===== src/rtl/pair_sort_ctrl.sv =====
// pair_sort_ctrl: sequences an external pair-register unit to order one pair of values.
// A pair is captured in IDLE and loaded into the unit. The unit's contents are compared,
// and the unit is told to exchange them when they are out of order. The result is then
// held for the downstream handshake.
module pair_sort_ctrl #(
    parameter int DATA_WIDTH = 8,
    parameter bit DESCEND    = 1'b0,
    parameter int CNT_WIDTH  = 16
) (
    input  logic                  clk,
    input  logic                  rst_n,
    input  logic                  in_valid,
    output logic                  in_ready,
    input  logic [DATA_WIDTH-1:0] in_data_1,
    input  logic [DATA_WIDTH-1:0] in_data_2,
    output logic                  load,
    output logic                  swap,
    output logic [DATA_WIDTH-1:0] ld_data_1,
    output logic [DATA_WIDTH-1:0] ld_data_2,
    input  logic [DATA_WIDTH-1:0] sw_data_1,
    input  logic [DATA_WIDTH-1:0] sw_data_2,
    output logic                  out_valid,
    input  logic                  out_ready,
    output logic [DATA_WIDTH-1:0] out_data_1,
    output logic [DATA_WIDTH-1:0] out_data_2,
    output logic                  swapped,
    input  logic                  clr_cnt,
    output logic [CNT_WIDTH-1:0]  pair_count,
    output logic [CNT_WIDTH-1:0]  swap_count,
    output logic                  busy
);

    typedef enum logic [2:0] {IDLE, LOAD, CMP, SWAP, OUT} state_t;

    state_t                state_q, state_d;
    logic [DATA_WIDTH-1:0] ld_data_1_q, ld_data_2_q;
    logic                  swapped_q;
    logic [CNT_WIDTH-1:0]  pair_cnt_q, pair_cnt_d;
    logic [CNT_WIDTH-1:0]  swap_cnt_q, swap_cnt_d;
    logic                  need_swap;
    logic                  accept;
    logic                  pair_inc;
    logic                  swap_inc;

    // Equal values never swap: both compares are strict.
    assign need_swap = DESCEND ? (sw_data_1 < sw_data_2) : (sw_data_1 > sw_data_2);

    // rst_n is gated in so that in_ready reads 0 while reset is held.
    assign in_ready  = (state_q == IDLE) && rst_n;
    assign accept    = in_valid && in_ready;
    assign pair_inc  = (state_q == OUT) && out_ready;
    assign swap_inc  = (state_q == CMP) && need_swap;

    assign load       = (state_q == LOAD);
    assign swap       = (state_q == SWAP);
    assign out_valid  = (state_q == OUT);
    assign busy       = (state_q != IDLE);
    assign out_data_1 = sw_data_1;
    assign out_data_2 = sw_data_2;
    assign ld_data_1  = ld_data_1_q;
    assign ld_data_2  = ld_data_2_q;
    assign swapped    = swapped_q;
    assign pair_count = pair_cnt_q;
    assign swap_count = swap_cnt_q;

    // Next state, plus saturating counters where a clear beats an increment.
    always_comb begin
        state_d    = state_q;
        pair_cnt_d = clr_cnt ? '0 : (pair_inc && pair_cnt_q != '1) ? pair_cnt_q + 1'b1 : pair_cnt_q;
        swap_cnt_d = clr_cnt ? '0 : (swap_inc && swap_cnt_q != '1) ? swap_cnt_q + 1'b1 : swap_cnt_q;
        case (state_q)
            IDLE:    state_d = accept ? LOAD : IDLE;
            LOAD:    state_d = CMP;
            CMP:     state_d = need_swap ? SWAP : OUT;
            SWAP:    state_d = OUT;
            OUT:     state_d = out_ready ? IDLE : OUT;
            default: state_d = IDLE;
        endcase
    end

    // Registers: reset discards any pair in flight and clears the statistics.
    always_ff @(posedge clk or negedge rst_n) begin
        if (!rst_n) begin
            state_q     <= IDLE;
            ld_data_1_q <= '0;
            ld_data_2_q <= '0;
            swapped_q   <= 1'b0;
            pair_cnt_q  <= '0;
            swap_cnt_q  <= '0;
        end else begin
            state_q    <= state_d;
            pair_cnt_q <= pair_cnt_d;
            swap_cnt_q <= swap_cnt_d;
            if (accept) begin
                ld_data_1_q <= in_data_1;
                ld_data_2_q <= in_data_2;
            end
            if (state_q == CMP) swapped_q <= need_swap;
        end
    end

endmodule

===== config.mk =====
export PLATFORM = sky130hd
export DESIGN_NAME = pair_sort_ctrl
export DESIGN_NICKNAME = d
export VERILOG_FILES = /design/src/rtl/pair_sort_ctrl.sv
export SDC_FILE = /design/constraint.sdc
export NUM_CORES = 1
export LEC_CHECK = 0
export ABC_AREA = 1
export CAP_MARGIN = 20
export CORE_MARGIN = 5
export CORE_UTILIZATION = 50
export CTS_BUF_LIST = sky130_fd_sc_hd__clkbuf_4 sky130_fd_sc_hd__clkbuf_8 sky130_fd_sc_hd__clkbuf_16
export DETAILED_ROUTE_END_ITERATION = 16
export GPL_TIMING_DRIVEN = 1
export PLACE_DENSITY = 0.93
export SYNTH_ARGS = -nofsm -noshare
export SYNTH_HDL_FRONTEND = slang
export SYNTH_SLANG_ARGS = --single-unit

===== constraint.sdc =====
create_clock -name clk -period 4.1 [get_ports clk]
set_input_delay 0.82 -clock clk [delete_from_list [all_inputs] [get_ports clk]]
set_output_delay 0.82 -clock clk [all_outputs]
set_load 0.1 [all_outputs]

After elaboration in Yosys (flattened, before gate mapping)

Cells that the tools add are included.

Bits in registers: 52
Input bits: 37
Output and inout port bits: 70
Word-level logic and storage cells: 33

Add/sub/neg operators: 2
$lt $le $gt $ge: 1
Equality and inequality tests: 6
Multiplexer cells: 8
Reduce and logical (&&, ||, !) cells: 10

Operators by type and width:

| cell                                                            | number |
|---|---|
| 16-bit two-way mux                                              | 4 |
| 16-bit by 1-bit adder with 16-bit output, second input constant | 2 |
| 16-bit inequality test, second input constant                   | 2 |
| 3-bit one-hot mux with 5 select lines                           | 1 |
| 8-bit > comparator                                              | 1 |
| 3-bit by 2-bit == test with 1-bit output, second input constant | 2 |
| 1-bit logical AND                                               | 6 |
| 3-bit two-way mux                                               | 2 |
| 2-bit nonzero test                                              | 2 |
| 3-bit by 1-bit == test with 1-bit output, second input constant | 1 |
| 3-bit == test, second input constant                            | 1 |
| 3-bit logical NOT                                               | 1 |
| 3-bit nonzero test                                              | 1 |
| 1-bit two-way mux                                               | 1 |

Logic depth before layout (Yosys ltp)

Depth after elaboration: 5
Gate-level depth with buffers: 14

Least setup slack after synthesis

No wires, ideal clock.

Path type: flip-flop to output port
From: reg state_q[2]
To: out load
Arrival: 1.831 ns
Required time: 3.280 ns
Setup slack: 1.449 ns
Cell stages (with the launch flop): 4
Buffers on the path: 0
Path through: dfrtp_1 inv_1 nand2_1 nor2_1

Cells in the longest elaborated chain, start to end: 1

Ends and longest elaborated chain:

| item                                     | RTL line | RTL |
|---|---|---|
| start: declaration                       | 35       | `state_t state_q, state_d;` |
| start signal: assignment                 | 91       | `state_q <= state_d;` |
| 3-bit by 1-bit == test with 1-bit output | 54       | `assign load = (state_q == LOAD);` |
| end: declaration                         | 16       | `output logic load,` |

No other way between the ends.

Worst setup path in the final report

Ends and elaborated chain as after synthesis.

==> impl_metrics.yaml <==
route:
  drc: 0
  dr.pass1.iters: 4
  ant_nets: 0
  routed_via_density: 5.31
  vias: 3024
  routed_wl_um: 7940
  wl_per_cell_um: 14.0
  drt-initial-drc-count: 137
global_routing:
  grt_max_degree: 53
  antenna_found_initial: 0
  grt_usage_pct: 19.5
  grt_overflow_total: 0
  grt_pass1_wl_um: 13600
  grt_pass1_vias: 2933
pwr:
  combPwrFrac_pct: 59.7
  power_density_nw_per_um2: 573
  p_clk_share_pct: 12.5
  p_sw_mw: 1.35
  peakVddDrop_mv: 0.587
  finalPower_mw: 2.47
  p_leak_nw: 1.96
  p_seq_share_pct: 27.8
  cellInternalPower_mw: 1.12
  p_sw_share_pct: 54.7
worst_hold_path:
  hold_path.class: "flop to flop"
sta:
  slew_violations: 0
  finalSetupViolCount: 0
  final-hold-violation-count: 0
  rsz0062_at_grt: "no"
  finalWorstSetupSlack_ns: 1.11
  min_period_ns: 2.99
  slew_headroom_pct: 33.2
  whs_ns: 0.494
  tns_ns: 0
  clock_skew_ns: 0.0196
  fin_crit_sh_pct: 72.9
  worst_pin_slew_ns: 0.998
  max_freq_mhz: 334
setup_path:
  slowest_delay_ns: 1.15
  critical_path.cell_chain: "inv_1, nand2_1, nor2_1, clkdlybuf4s50_1"
  cp_num_buf_inv: 2
  cp.arrival_ns: 2.17
  cp_max_fo: 4
  critPathLaunchType: "flop"
  crit_path_end_kind: "output port"
  slowest_stage: "clkdlybuf4s50_1"
  critPathTopFamily: "buffers and inverters"
  critPathKind: "flop to output port"
  critPathRequiredTime_ns: 3.28
final_layout:
  fin_area_um2: 4310
  drive_gt1_share_pct: 14.0
  nNetsFinal: 538
  syn2layout_area_growth_pct: 32.1
  num_antenna_cells: 0
  postLayoutCoreUtil_pct: 67.8
  layout.cells.non_filler: 569
  final_cell_mix: "98 x nand2_1, 88 x clkdlybuf4s50_1, 52 x dfrtp_1"
  final_common_cell: "nand2_1"
synth:
  synth_cell_types: 36
  synthXorXnorAreaFrac_pct: 2.42
  synth_area_per_cell_um2: 8.15
  synth_mux_area_share_pct: 6.56
  synth-adder-area-share_pct: 3.84
  synth_seq_cells: 52
  netlist_area_um2: 3260
  synth_warnings: 0
  synth_compound_gate_area_share_pct: 4.57
  yosysSeqAreaShare_pct: 39.9
  synth_fp_nets: 447
  synth_top_family_by_area: "simple AND/OR/NAND/NOR gates"
  synth-simple-area-share_pct: 31.7
  synthCells: 400
place:
  place_ws_ns: 1.28
  place_hpwl_um: 6160
  port-buffer-count: 106
  dpl-instance-area_um2: 4210
  dp.cells: 561
  place_congestion: 0.935
die:
  start_util_pct: 51.3
  die_h_um: 90.7
  core_um2: 6350
  design.die.area_um2: 8230
  io_pins: 107
  rows: 29
  die_w_um: 90.7
clock_tree:
  cts_buffers: 5
  cts-resized-gates: 0
  clk_pin_slew_worst_paths_ns: 0.08
  clk_path_buf_depth: 2
  cts_setup_buffers: 0
  cts_tree: "built"
  cts.sinks: 52
  cts_max_level: 2
  clockRootBuffer: "clkbuf_8"
  clock_latency_ns: 0.31
  ctsHoldBuffers: 0
status:
  outcome: "finished, final reports clean"
job:
  drv_cap: 0
final timing paths:
| kind | startpoint | endpoint | slack, ns | depth (start not counted) |
|---|---|---|---|---|
| setup / recovery | state_q[2] | load | 1.11 | 4 |
| hold / removal | swapped | swapped | 0.49 | 1 |
| setup reg to reg | swap_count[0] | swap_count[0] | 2.27 | 8 |
| hold reg to reg | swapped | swapped | 0.49 | 1 |
| max in group asynchronous | rst_n | swap_count[11] | 2.98 | 2 |
| min in group asynchronous | rst_n | pair_count[2] | 0.65 | 2 |
synthesized netlist by cell type:
cell type	count	area (um^2)
a21o_1	1	7.51
a21oi_1	5	25.0
buf_2	2	10.0
buf_4	17	128
buf_6	3	33.8
clkbuf_1	3	11.3
dfrtp_1	52	1300
ha_1	10	125
inv_1	45	169
inv_2	2	7.51
mux2_2	7	78.8
mux2_4	9	135
nand2_1	98	368
nand2_2	3	18.8
nand2_4	3	33.8
nand3_1	36	180
nand3_2	1	10.0
nand4_1	15	93.8
nand4_2	1	12.5
nand4_4	1	21.3
nor2_1	33	124
nor2_2	5	31.3
nor2_4	2	22.5
nor3_1	7	35.0
nor3_2	3	30.0
nor3_4	1	16.3
nor3b_1	3	22.5
o21a_1	1	7.51
o21ai_0	6	30.0
o21ai_1	11	55.1
o21bai_1	1	7.51
o221ai_1	1	8.76
o31ai_1	1	7.51
or2_2	2	12.5
xnor2_1	2	17.5
xor2_1	7	61.3
flip-flops by register name, summed over array words and instances, names as in the netlist:
signal      cells
ld_data_1       8
ld_data_2       8
pair_count     16
state_q         3
swap_count     16
swapped         1
power groups by stage:
stage               combinational (mW)  clock (mW)  sequential, mW
floorplan                        0.460           0            1.39
global placement                  1.47           0           0.691
detailed placement                1.48           0           0.697
CTS                               1.48       0.319           0.688
global route                      1.52       0.339           0.702
finish                            1.47       0.309           0.687
area by class of cell:
class / count / area (um^2)
clock buffers: 6 / 82.6
clock inverters: 2 / 15.0
fillers: 515 / 2040
inverters: 47 / 176
multi-input cells: 276 / 1600
flip-flops and latches: 52 / 1300
well taps: 77 / 96.3
repair buffers: 109 / 1040
layer usage:
| layer | share of wire (%) | vias to the layer above | track usage (%) |
|---|---|---|---|
| met5 | 0 | - | 0 |
| met4 | 0.55 | 0 | 5.71 |
| met3 | 7.6 | 11 | 4.75 |
| met2 | 50 | 136 | 34.3 |
| met1 | 42 | 1414 | 23.3 |
| li1 | - | 1463 | - |
cell families (layout without fill, tap and decap cells):
family | Yosys count | count (layout)
multiplexers | 16 | 16
AO/OA/AOI/OAI | 27 | 27
adder cells (fa/ha/maj) | 10 | 10
buffers and inverters | 72 | 164
flip-flops | 52 | 52
XOR/XNOR | 9 | 9
AND/OR/NAND/NOR | 214 | 214
Note: power is estimated with default switching activity, not from simulation.
